### config.mk
export PLATFORM = sky130hd
export DESIGN_NAME = anc_stream_ctrl
export DESIGN_NICKNAME = d
export VERILOG_FILES = /design/src/rtl/anc_stream_ctrl.sv
export SDC_FILE = /design/constraint.sdc
export NUM_CORES = 1
export LEC_CHECK = 0
export CAP_MARGIN = 20
export CORE_MARGIN = 8
export CORE_UTILIZATION = 50
export CTS_CLUSTER_DIAMETER = 40
export DETAILED_ROUTE_END_ITERATION = 12
export HOLD_SLACK_MARGIN = 0.12
export PLACE_DENSITY_LB_ADDON = 0.05
export SLEW_MARGIN = 20
export SYNTH_ARGS = -nofsm -noshare
export SYNTH_HDL_FRONTEND = slang
export SYNTH_SLANG_ARGS = --single-unit
### constraint.sdc
create_clock -name clk -period 6.4 [get_ports clk]
set_input_delay 0.64 -clock clk [delete_from_list [all_inputs] [get_ports clk]]
set_output_delay 0.64 -clock clk [all_outputs]
set_load 0.03 [all_outputs]
### src/rtl/anc_stream_ctrl.sv
// anc_stream_ctrl: frame sequencer in front of the ANC pipeline
// (CORDIC -> noise cancel -> CORDIC1).
//
// Takes complex samples over a valid/ready handshake and issues them into
// the pipeline as one-cycle enable pulses. The pipeline cannot stall, so
// each issue spends one credit from a pool that mirrors the downstream
// output buffer. The block counts issued and returned samples per frame
// and pulses done when the frame has fully drained.
//
// Optional feature, macro ANC_WATCHDOG_EN: a drain watchdog. If no result
// comes back for TIMEOUT cycles while samples are still in flight, the
// block sets err and parks in ERR until reset. With the macro undefined,
// there is no watchdog counter and no ERR state.

module anc_stream_ctrl #(
    parameter int DATA_W  = 32,
    parameter int FRAME_W = 16,
    parameter int CREDITS = 8,
    parameter int TIMEOUT = 1024
) (
    input  logic                               clk,
    input  logic                               reset,
    input  logic                               start,
    input  logic [FRAME_W-1:0]                 frame_len,
    input  logic                               s_valid,
    output logic                               s_ready,
    input  logic signed [DATA_W-1:0]           s_re,
    input  logic signed [DATA_W-1:0]           s_im,
    output logic                               pipe_enable_in,
    output logic signed [DATA_W-1:0]           pipe_x_re,
    output logic signed [DATA_W-1:0]           pipe_x_im,
    input  logic                               pipe_enable_out,
    input  logic                               credit_return,
    output logic                               busy,
    output logic                               done,
    output logic [$clog2(CREDITS+1)-1:0]       inflight,
    output logic                               err
);

    localparam int CNT_W = $clog2(CREDITS+1);

`ifdef ANC_WATCHDOG_EN
    typedef enum logic [2:0] {IDLE, RUN, DRAIN, DONE, ERR} state_t;
    localparam int WD_W = $clog2(TIMEOUT+1);
    logic [WD_W-1:0] wd_cnt;
`else
    typedef enum logic [2:0] {IDLE, RUN, DRAIN, DONE} state_t;
`endif

    state_t             state, state_nxt;
    logic [CNT_W-1:0]   credits, credits_nxt;
    logic [CNT_W-1:0]   inflight_nxt;
    logic [FRAME_W-1:0] issued, issued_nxt;
    logic [FRAME_W-1:0] returned, returned_nxt;
    logic [FRAME_W-1:0] frame_len_q;
    logic               latch_len;
    logic               err_nxt;
    logic               issue;
    logic               ret_ok;
    logic               cr_ok;

    // Outputs decoded from registered state only; no input-to-output paths.
    assign s_ready = (state == RUN) && (credits != '0) && (issued < frame_len_q);
    assign busy    = (state != IDLE);
    assign done    = (state == DONE);
    assign issue   = s_valid && s_ready;

    // Next-state and net counter updates. Underflow and overflow events set
    // err and are dropped, so the counters saturate instead of wrapping.
    always_comb begin
        // NOTE: every variable gets a default before the case; a path that
        // leaves one unassigned would infer a latch.
        state_nxt    = state;
        latch_len    = 1'b0;
        ret_ok       = pipe_enable_out && (inflight != '0);
        cr_ok        = credit_return && (credits != CNT_W'(CREDITS));
        err_nxt      = err
                     | (pipe_enable_out && (inflight == '0))
                     | (credit_return && (credits == CNT_W'(CREDITS)));
        inflight_nxt = inflight + CNT_W'(issue) - CNT_W'(ret_ok);
        credits_nxt  = credits - CNT_W'(issue) + CNT_W'(cr_ok);
        issued_nxt   = issued + FRAME_W'(issue);
        returned_nxt = (ret_ok && (returned != '1)) ? returned + FRAME_W'(1) : returned;

        case (state)
            IDLE: begin
                if (start) begin
                    if (frame_len != '0) begin
                        state_nxt    = RUN;
                        latch_len    = 1'b1;
                        issued_nxt   = '0;
                        returned_nxt = '0;
                    end else begin
                        state_nxt = DONE;
                    end
                end
            end
            RUN: begin
                if (issued_nxt == frame_len_q)
                    state_nxt = DRAIN;
            end
            DRAIN: begin
                // Uses the post-update counts so done follows the last
                // result by a single cycle.
                if ((inflight_nxt == '0) && (returned_nxt == frame_len_q))
                    state_nxt = DONE;
`ifdef ANC_WATCHDOG_EN
                else if ((wd_cnt == WD_W'(TIMEOUT)) && (inflight != '0)) begin
                    state_nxt = ERR;
                    err_nxt   = 1'b1;
                end
`endif
            end
            DONE: state_nxt = IDLE;
`ifdef ANC_WATCHDOG_EN
            ERR:  state_nxt = ERR;
`endif
            default: state_nxt = IDLE;
        endcase
    end

    // State, counters and the registered pipeline issue stage.
    always_ff @(posedge clk) begin
        // NOTE: sequential state uses non-blocking assignments so every
        // register samples the pre-edge values of its neighbours.
        if (reset) begin
            state          <= IDLE;
            credits        <= CNT_W'(CREDITS);
            inflight       <= '0;
            issued         <= '0;
            returned       <= '0;
            frame_len_q    <= '0;
            err            <= 1'b0;
            pipe_enable_in <= 1'b0;
            pipe_x_re      <= '0;
            pipe_x_im      <= '0;
        end else begin
            state          <= state_nxt;
            credits        <= credits_nxt;
            inflight       <= inflight_nxt;
            issued         <= issued_nxt;
            returned       <= returned_nxt;
            err            <= err_nxt;
            pipe_enable_in <= issue;
            if (latch_len)
                frame_len_q <= frame_len;
            if (issue) begin
                pipe_x_re <= s_re;
                pipe_x_im <= s_im;
            end
        end
    end

`ifdef ANC_WATCHDOG_EN
    // Drain watchdog: counts idle DRAIN cycles, restarts on every result.
    always_ff @(posedge clk) begin
        if (reset)
            wd_cnt <= '0;
        else if ((state != DRAIN) || pipe_enable_out)
            wd_cnt <= '0;
        else if (wd_cnt != WD_W'(TIMEOUT))
            wd_cnt <= wd_cnt + WD_W'(1);
    end
`endif

endmodule

==> results of run 1 <==
[through the flow]
step | total power [uW] | util [%] | cells | instance area [sq um]
after detailed placement | 2041 | 63.94 | 992 | 7938
final | 2998 | 68.68 | 1024 | 8526
after global placement | 2015 | 63.94 | 992 | 7938
after CTS | 3011 | 68.68 | 1024 | 8526
after floorplan | 1667 | - | 691 | 6237
after global routing | 3161 | 68.68 | 1024 | 8526
[cells in the mapped netlist (3+ instances only)]
library cell | instances | share of area, %
or4_1 | 3 | 0.36
ha_1 | 33 | 6.6
nor2b_1 | 5 | 0.50
mux2i_1 | 82 | 13
a31oi_1 | 3 | 0.30
dfxtp_1 | 124 | 40
and2_1 | 3 | 0.30
clkbuf_1 | 27 | 1.6
buf_2 | 5 | 0.40
nor3_1 | 15 | 1.2
o2111ai_1 | 5 | 0.70
nand3_1 | 22 | 1.8
o21ai_0 | 11 | 0.88
nand2_1 | 14 | 0.84
a21oi_1 | 16 | 1.3
a21o_1 | 8 | 0.96
xnor2_1 | 31 | 4.4
a211oi_1 | 4 | 0.48
nor3b_1 | 3 | 0.36
and3_1 | 9 | 0.90
nand2b_1 | 5 | 0.50
and4_1 | 6 | 0.84
a22oi_1 | 3 | 0.36
xor2_1 | 12 | 1.7
inv_1 | 44 | 2.6
nand4_1 | 14 | 1.4
nor2_1 | 130 | 7.8
nor4_1 | 12 | 1.2
[kinds of logic (layout without fill, tap and decap cells)]
kind of cell / after synthesis / count (layout) / synth area share, %
buf+inv: 76 / 237 / 4.674
mux: 82 / 82 / 13.16
flops: 124 / 124 / 39.80
compound gates: 80 / 80 / 9.349
simple gates: 250 / 250 / 19.36
fa+ha+maj: 35 / 35 / 7.262
xor+xnor: 44 / 44 / 6.399
[final cells by class]
class / instances / area [sq um]
Inverter: 44 / 165.2
Sequential cell: 124 / 2482
Timing Repair Buffer: 161 / 1599
Clock buffer: 23 / 478.0
Fill cell: 993 / 3889
Clock inverter: 9 / 110.1
Multi-Input combinational cell: 491 / 3476
Tap cell: 172 / 215.2
[sequential cells by signal (all words and copies together) (netlist names)]
signal,count
pipe_x_im,32
pipe_x_re,32
frame_len_q,16
issued,16
returned,16
credits,4
inflight,4
state,2
err,1
pipe_enable_in,1
[worst min-delay path by stage]
stage,to,slack (ns),cells past startpoint
6_report,pipe_x_im[14],0.49,2
5_1_grt,pipe_x_im[26],0.53,2
4_1_cts,pipe_x_im[26],0.50,2
3_5_place_dp,pipe_x_re[6],0.48,2
3_3_place_gp,pipe_x_re[10],0.47,2
2_1_floorplan,state[1],0.48,2
[cells in the final DEF (no fill, tap or decap), drive strengths merged, types with 4 or more instances in the layout]
master / instances
xor2: 12
a21oi: 16
nand2: 15
clkbuf: 23
o21ai: 11
o2111ai: 5
dfxtp: 124
nor2: 130
nand4: 14
or4: 4
ha: 33
buf: 4
a21o: 8
xnor2: 31
a211oi: 4
and3: 9
clkdlybuf4s50: 157
nor2b: 5
nand2b: 5
nor4: 13
nor3: 15
and4: 6
mux2i: 82
inv: 46
nand3: 22
[worst register-to-register path: stages, from the launching register on]
cell and delay [ns]:
dfxtp_1 0.40, inv_1 0.10, ha_1 0.27, a21o_1 0.15, a21o_1 0.17, a21o_1 0.17, a21oi_1 0.14, o21ai_0 0.18
a211oi_4 0.30, inv_1 0.09, ha_1 0.28, inv_1 0.04, ha_1 0.20, fa_1 0.48, a311o_1 0.30, or4_1 0.50
nor4_1 0.33, o2111ai_1 0.18, or4_4 0.47, o41a_1 0.35, o21ai_0 0.19, a21oi_1 0.10
[routing by layer]
metal / GRT usage [%] / up-vias / share of wire (%)
li1: - / 2720 / -
met1: 28.48 / 2712 / 42
met2: 39.01 / 277 / 45
met3: 11.11 / 54 / 10
met4: 9.161 / 0 / 2.7
met5: 0 / - / 0
[power groups by stage]
stage	registers [uW]	logic, uW	clock network [uW]
floorplan	1070	593	0
detailed placement	974	1070	0
CTS	961	1080	972
global route	975	1170	1010
finish	961	1070	964
global placement	969	1050	0
==> out/results.ini, run 1 <==
[run_status]
status = complete, no violations

[finish]
layout-drive-gt1-share_pct = 4.812
nets = 960
antennaDiodeCount = 0
area_growth_syn_to_layout_pct = 36.69

[logic_synthesis]
async_flop_share_pct = 0
syn-instance-count = 691
synth_flop_cell = dfxtp_1
synth-seq-cells = 124
synth_edf_count = 0
synth.avg_cell_area_sq_um = 9.026
ys_seq_area_share_pct = 39.80
ys_types = 61
ys.warnings.count = 0
syn-cell-area_sq_um = 6237
synth_nets = 812

[clock_network]
cts_resized = 0
clk_pin_slew_ns = 0.06
cts_tree = done
cts_buffer_depth = 2
cts_num_sinks = 124
cts_setup_buffers = 0
cts-root-buf = clkbuf_16
htree_levels = 4
clock_latency_ns = 0.42
numCtsBuffers = 17
ctsHoldBuffers = 0

[sta]
fin_crit_sh_pct = 86.45
hold_viol_final = 0
max_freq_mhz = 180.7
timing.hold.ws_ns = 0.4939
max-slew-margin-rel_pct = 23.66
tns_ns = 0
drv_slew = 0
finalClockSkew_ns = 0.008591
setup_violations = 0
setup_ws_ns = 0.8671
grt_setup_unrepaired = false
fin_crit_ns = 5.533
tightest_slew_ns = 1.145

[setup_path]
crit_required_ns = 6.66
cp_max_fo = 4
worst_ep_arrival_time_ns = 5.79
cp-start-kind = flip-flop
crit_start = frame_len_q[1]
path_depth = 21
rr_startpoint = frame_len_q[1]
crit_family = compound AO/OA/AOI/OAI gates
slowest_stage = or4_1
path_class = reg -> reg
crit_end = state[0]
slowest_delay_ns = 0.50
r2r_cells = 21
end_kind = flip-flop
crit_buf_inv = 3
crit_chain = inv_1 > ha_1 > a21o_1 > a21o_1 > a21o_1 > a21oi_1 > o21ai_0 > a211oi_4 > inv_1 > ha_1 > inv_1 > ha_1 > fa_1 > a311o_1 > or4_1 > nor4_1 > o2111ai_1 > or4_4 > o41a_1 > o21ai_0 > a21oi_1
r2r_setup_slack_ns = 0.87
r2r_end = state[0]

[floorplan]
start_util_pct = 50.24
die_area_sq_um = 16300
fp-row-count = 41
die_y_um = 127.7
boundaryPins = 159
die_w_um = 127.7
core_area_sq_um = 12410

[pwr]
p_seq_share_pct = 32.0
ir_worst_vdd_v = 0.0002042
p_switching_uw = 1042
cellLeakagePower_uw = 0.003175
clockPowerShare_pct = 32.1
intPower_uw = 1957
swShare_pct = 34.74
power_density_nw_per_um2 = 351.7
p_comb_share_pct = 35.8

[drt]
ant_nets = 0
num_vias = 5763
remaining_drc_errors = 0
drtIter0Drc = 641
avgViaCountPerCell = 5.628
wl_mm = 19.56
drt_pass1_iterations = 6
avgRoutedWirePerCell_um = 19.10

[placement]
hpwl_mm = 14.50
pre_cts_slack_ns = 0.9795
gp_congestion = 0.9795
port_buffers = 158

[job]
cap_viol_max_count = 0

[grt]
grt_pass1_wl_mm = 31.46
track_usage_pct = 24.54
overflow = 0
grt_pass1_vias = 5981
grt_max_degree = 93
grt_antenna_before_repair = 0

[min_path]
min-delay-start = pipe_x_im[14]
hold_class = reg -> reg

(Power assumes the default switching activity.)
==> inputs of run 2 (changes only) <==
PLACE_DENSITY_LB_ADDON = 0.25   (was 0.05)
==> run 2 against run 1 <==
  * Final area is 0.16% higher
  * Hold slack worse by 0.00069 ns
  * Power is 0.77% higher
  * Non-clock buffer count stayed put
  * Critical path type unchanged
  * Sequential share of layout area hardly changed
  * Largest cell class unchanged
  * Sequential power hardly changed
  * Register-to-register slack better by 0.02 ns
  * Die area stayed put
==> out/results.ini, run 2 (synthesized netlist as in run 1, its figures left out) <==
[setup_path]
worst_ep_arrival_time_ns = 5.76  ; was 5.79 ns
crit_required_ns = 6.65  ; was 6.66 ns
crit_end = state[0]  ; unchanged
end_kind = flip-flop  ; unchanged
rr_startpoint = frame_len_q[9]  ; was frame_len_q[1]
r2r_end = state[0]  ; unchanged
r2r_setup_slack_ns = 0.89  ; was 0.87 ns
crit_start = frame_len_q[9]  ; was frame_len_q[1]
cp-start-kind = flip-flop  ; unchanged
r2r_cells = 20  ; was 21
cp_max_fo = 7  ; was 4
path_class = reg -> reg  ; unchanged

[clock_network]
clock_latency_ns = 0.42  ; about the same
cts-root-buf = clkbuf_16  ; unchanged
ctsHoldBuffers = 0  ; unchanged
clk_pin_slew_ns = 0.06  ; about the same
cts_buffer_depth = 2  ; unchanged
cts_resized = 0  ; unchanged
cts_tree = done  ; unchanged
htree_levels = 4  ; unchanged
cts_num_sinks = 124  ; unchanged
numCtsBuffers = 17  ; unchanged
cts_setup_buffers = 0  ; unchanged

[finish]
layout-drive-gt1-share_pct = 4.812  ; unchanged
antennaDiodeCount = 0  ; unchanged
area_growth_syn_to_layout_pct = 36.91  ; was 36.69%
largestRegisters = pipe_x_im: 32 flops, pipe_x_re: 32 flops  ; unchanged
fin_util_pct = 68.79  ; was 68.68%
layout_commonest_cell = clkdlybuf4s50_1  ; unchanged
nets = 960  ; unchanged
final_cell_mix = 157 x clkdlybuf4s50_1, 130 x nor2_1, 124 x dfxtp_1  ; unchanged

[placement]
pre_cts_slack_ns = 0.9641  ; was 0.9795 ns
hpwl_mm = 14.57  ; was 14.50 mm
gp_congestion = 0.9834  ; was 0.9795
port_buffers = 158  ; unchanged

[grt]
grt_pass1_vias = 5825  ; was 5981
met3_usage_pct = 7.737  ; was 11.11%
overflow = 0  ; unchanged
grt_antenna_before_repair = 0  ; unchanged
track_usage_pct = 23.82  ; was 24.54%
use_met2_pct = 41.07  ; was 39.01%
grt_pass1_wl_mm = 30.47  ; was 31.46 mm
grt_max_degree = 94  ; was 93
grt_use_met1_pct = 26.92  ; was 28.48%
grt-busiest-layer = met2  ; unchanged

[floorplan]
die_y_um = 127.7  ; unchanged
fp-row-count = 41  ; unchanged
die_area_sq_um = 16300  ; unchanged
start_util_pct = 50.24  ; unchanged
die_w_um = 127.7  ; unchanged
core_area_sq_um = 12410  ; unchanged
boundaryPins = 159  ; unchanged

[sta]
max_freq_mhz = 181.4  ; was 180.7 MHz
finalClockSkew_ns = 0.01243  ; was 0.008591 ns
hold_viol_final = 0  ; unchanged
setup_violations = 0  ; unchanged
fin_crit_sh_pct = 86.13  ; was 86.45%
drv_slew = 0  ; unchanged
setup_ws_ns = 0.8875  ; was 0.8671 ns
fin_crit_ns = 5.513  ; was 5.533 ns
grt_setup_unrepaired = false  ; unchanged
tightest_slew_ns = 1.098  ; was 1.145 ns
max-slew-margin-rel_pct = 26.81  ; was 23.66%
tns_ns = 0  ; unchanged

[drt]
drt_pass1_iterations = 5  ; was 6
avgRoutedWirePerCell_um = 18.99  ; was 19.10 um
drtIter0Drc = 575  ; was 641
wl_mm = 19.45  ; was 19.56 mm
ant_nets = 0  ; unchanged
num_vias = 5751  ; was 5763
avgViaCountPerCell = 5.616  ; was 5.628
remaining_drc_errors = 0  ; unchanged

[pwr]
cellLeakagePower_uw = 0.003185  ; was 0.003175 uW
ir_worst_vdd_v = 0.0003075  ; was 0.0002042 V
power_density_nw_per_um2 = 353.8  ; was 351.7 nW/um^2

[job]
cap_viol_max_count = 0  ; unchanged

[min_path]
hold_class = reg -> reg  ; unchanged

[run_status]
status = complete, no violations  ; unchanged

## run 2: cell types whose count changed in the layout (fill, tap and decap cells not counted), sizes merged
cell / change
bufinv: +1
clkbuf: -1
clkinv: +1
clkinvlp: -1
## run 2: how the worst min path moves through the flow
stage,startpoint,endpoint,slack (ns),cells after the start
2_1_floorplan,state[1],state[1],0.48,2
4_1_cts,pipe_x_re[3],pipe_x_re[3],0.50,2
3_3_place_gp,pipe_x_re[11],pipe_x_re[11],0.47,2
3_5_place_dp,pipe_x_im[1],pipe_x_im[1],0.48,2
5_1_grt,pipe_x_im[6],pipe_x_im[6],0.51,2
6_report,pipe_x_im[26],pipe_x_im[26],0.49,2
## run 2: final cells by class
class,instances,area (sq um)
clock buffer,22,464.2
clock inverter,10,137.6
fill,1015,3875
inverter,44,165.2
multi-input combinational,491,3476
sequential,124,2482
tap,172,215.2
timing repair buffer,161,1599
## run 2: per-stage QoR
step	area (sq um)	std cells	hold WS, ns	power (uW)
2_1_floorplan	6237	691	0.4831	1667
3_3_place_gp	7938	992	0.4732	2007
3_5_place_dp	7938	992	0.4850	2041
4_1_cts	8539	1024	0.4980	3038
5_1_grt	8539	1024	0.5123	3179
6_report	8539	1024	0.4932	3021
## run 2: where the power goes
part           total, uW  switching [uW]  internal [uW]
Sequential           962            87.9            874
Combinational       1070             595            477
Clock                988             354            634
## run 2: critical path: stages (launching register included)
cell	delay (ns)
dfxtp_1	0.47
inv_1	0.10
ha_1	0.30
a21o_1	0.16
a21o_1	0.17
a21oi_1	0.15
o221ai_1	0.23
a211oi_4	0.31
inv_1	0.10
ha_1	0.29
inv_1	0.04
ha_1	0.20
fa_1	0.46
a311o_1	0.27
or4_1	0.49
nor4_1	0.29
o2111ai_1	0.14
or4_4	0.47
o41a_1	0.34
o21ai_0	0.25
a21oi_1	0.11
## run 2: metal layers
| metal | share of wire, % | wire length (um) |
|---|---|---|
| met3 | 8.2 | 1594 |
| met2 | 50 | 9637 |
| met4 | 2.8 | 545 |
| met5 | 0 | 0 |
| met1 | 39 | 7671 |
==> inputs of run 3 (changes only) <==
CAP_MARGIN = unset   (was 20)
DONT_BUFFER_PORTS = 1   (was unset)
==> run 3 against run 2 <==
  * Clock power fell by 7.1%
  * First-iteration DRC count fell by 37%
  * Maximum frequency rose by 1.8%
  * Global-route usage fell by 3.6 points
  * Final cell count fell by 15%
  * Flip-flop and latch count did not move
  * Clock-buffer cell count fell by 5
  * Hold slack got worse by 0.19 ns
  * Sequential share of layout area rose by 6.7 points
  * Final area fell by 19%
  * Critical path type unchanged
==> out/results.ini, run 3 (synthesized netlist as in run 1, its figures left out) <==
[grt]
track_usage_pct = 20.21  ; was 23.82%
overflow = 0  ; unchanged
grt_max_degree = 94  ; unchanged
grt_pass1_wl_mm = 26.01  ; was 30.47 mm
grt_pass1_vias = 5031  ; was 5825
grt_antenna_before_repair = 0  ; unchanged

[finish]
antennaDiodeCount = 0  ; unchanged
seq_area_sq_um = 2482  ; unchanged
area_growth_syn_to_layout_pct = 11.25  ; was 36.91%
layout_commonest_cell = nor2_1  ; was clkdlybuf4s50_1
fillCellCount = 1118  ; was 1015
largestRegisters = pipe_x_im: 32 flops, pipe_x_re: 32 flops  ; unchanged
multi_input_area_sq_um = 3476  ; unchanged
final_cell_mix = 130 x nor2_1, 124 x dfxtp_1, 82 x mux2i_1  ; was 157 x clkdlybuf4s50_1, 130 x nor2_1, 124 x dfxtp_1
nets = 802  ; was 960
layout-drive-gt1-share_pct = 6.196  ; was 4.812%

[pwr]
p_seq_share_pct = 40.1  ; was 31.8%
clockPowerShare_pct = 33.5  ; was 32.7%
power_density_nw_per_um2 = 395.0  ; was 353.8 nW/um^2
cellLeakagePower_uw = 0.002585  ; was 0.003185 uW
design_power_total_uw = 2741  ; was 3021 uW
ir_worst_vdd_v = 0.0002724  ; was 0.0003075 V
swShare_pct = 37.63  ; was 34.33%
p_comb_share_pct = 26.4  ; was 35.5%
p_switching_uw = 1031  ; was 1037 uW
intPower_uw = 1710  ; was 1984 uW

[setup_path]
end_kind = flip-flop  ; unchanged
r2r_cells = 21  ; was 20
cp-start-kind = flip-flop  ; unchanged
path_class = reg -> reg  ; unchanged
cp_max_fo = 4  ; was 7
worst_ep_arrival_time_ns = 5.70  ; was 5.76 ns
crit_required_ns = 6.69  ; was 6.65 ns

[placement]
port_buffers = 0  ; was 158
gp_congestion = 0.9383  ; was 0.9834
hpwl_mm = 12.78  ; was 14.57 mm

[clock_network]
clk_pin_slew_ns = 0.06  ; about the same
ctsHoldBuffers = 0  ; unchanged
clock_latency_ns = 0.42  ; about the same
cts_tree = done  ; unchanged
cts_num_sinks = 124  ; unchanged
cts_resized = 0  ; unchanged
htree_levels = 4  ; unchanged
cts_setup_buffers = 0  ; unchanged
numCtsBuffers = 17  ; unchanged
cts_buffer_depth = 2  ; unchanged
cts-root-buf = clkbuf_16  ; unchanged

[sta]
finalClockSkew_ns = 0.01072  ; was 0.01243 ns
drv_slew = 0  ; unchanged
fin_crit_sh_pct = 84.64  ; was 86.13%
tns_ns = 0  ; unchanged
fin_crit_ns = 5.417  ; was 5.513 ns
grt_setup_unrepaired = false  ; unchanged
max_freq_mhz = 184.6  ; was 181.4 MHz
max-slew-margin-rel_pct = 30.73  ; was 26.81%
tightest_slew_ns = 1.039  ; was 1.098 ns
hold_viol_final = 0  ; unchanged
setup_violations = 0  ; unchanged

[floorplan]
boundaryPins = 159  ; unchanged
core_area_sq_um = 12410  ; unchanged
fp-row-count = 41  ; unchanged
die_w_um = 127.7  ; unchanged
start_util_pct = 50.24  ; unchanged
die_area_sq_um = 16300  ; unchanged
die_y_um = 127.7  ; unchanged

[drt]
drtIter0Drc = 365  ; was 575
avgViaCountPerCell = 5.758  ; was 5.616
remaining_drc_errors = 0  ; unchanged
wl_mm = 16.76  ; was 19.45 mm
drt_pass1_iterations = 7  ; was 5
num_vias = 4986  ; was 5751
ant_nets = 0  ; unchanged
avgRoutedWirePerCell_um = 19.35  ; was 18.99 um

[job]
cap_viol_max_count = 0  ; unchanged

[run_status]
status = complete, no violations  ; unchanged

[min_path]
hold_class = in -> reg  ; was reg -> reg
holdPathStages = 1  ; was 2

-- run 3: stage by stage --
step | util [%] | hold WS, ns | setup slack, ns | instance area [sq um] | std cells
2_1_floorplan | - | 0.4831 | 0.7625 | 6237 | 691
3_3_place_gp | 51.24 | 0.4971 | 1.158 | 6361 | 834
3_5_place_dp | 51.24 | 0.5201 | 0.9787 | 6361 | 834
4_1_cts | 55.90 | 0.2848 | 0.9617 | 6939 | 866
5_1_grt | 55.90 | 0.2789 | 0.6223 | 6939 | 866
6_report | 55.90 | 0.3025 | 0.9830 | 6939 | 866
-- run 3: layer usage --
layer  vias up  track usage (%)  share of wire, %
met4         0            8.951               2.8
li1       2404                -                 -
met3        42            7.529               9.3
met2       229            33.34                48
met1      2311            22.95                39
met5         -                0                 0
-- run 3: final cells by class --
type / instances / area share, %
Inverter: 44 / 2.380
Clock inverter: 15 / 2.200
Multi-Input combinational cell: 491 / 50.09
Sequential cell: 124 / 35.77
Timing Repair Buffer: 3 / 0.3246
Clock buffer: 17 / 6.131
Tap cell: 172 / 3.101
-- run 3: worst max-delay path, cell delays in order (launching register included) --
cell and delay (ns):
dfxtp_1 0.39, inv_1 0.10, ha_1 0.28, a21o_1 0.16, a21o_1 0.16, a21o_1 0.17, a21oi_1 0.13, o21ai_0 0.16
a211oi_4 0.29, inv_1 0.09, ha_1 0.28, inv_1 0.04, ha_1 0.19, fa_1 0.45, a311o_1 0.27, or4_1 0.49
nor4_1 0.30, o2111ai_1 0.18, or4_4 0.49, o41a_1 0.34, o21ai_0 0.22, a21oi_1 0.11
-- run 3: final timing paths --
kind	from	end	slack, ns
min reg2reg	state[1]	state[1]	0.53
min	reset	credits[1]	0.30
max	frame_len_q[1]	state[0]	0.98
max reg2reg	frame_len_q[1]	state[0]	0.98
-- run 3: power by group through the flow --
stage	clock network [uW]	registers, uW	logic, uW
6_report	918	1100	724
2_1_floorplan	0	1070	593
5_1_grt	972	1110	809
3_5_place_dp	0	1120	723
3_3_place_gp	0	1110	702
4_1_cts	932	1100	728
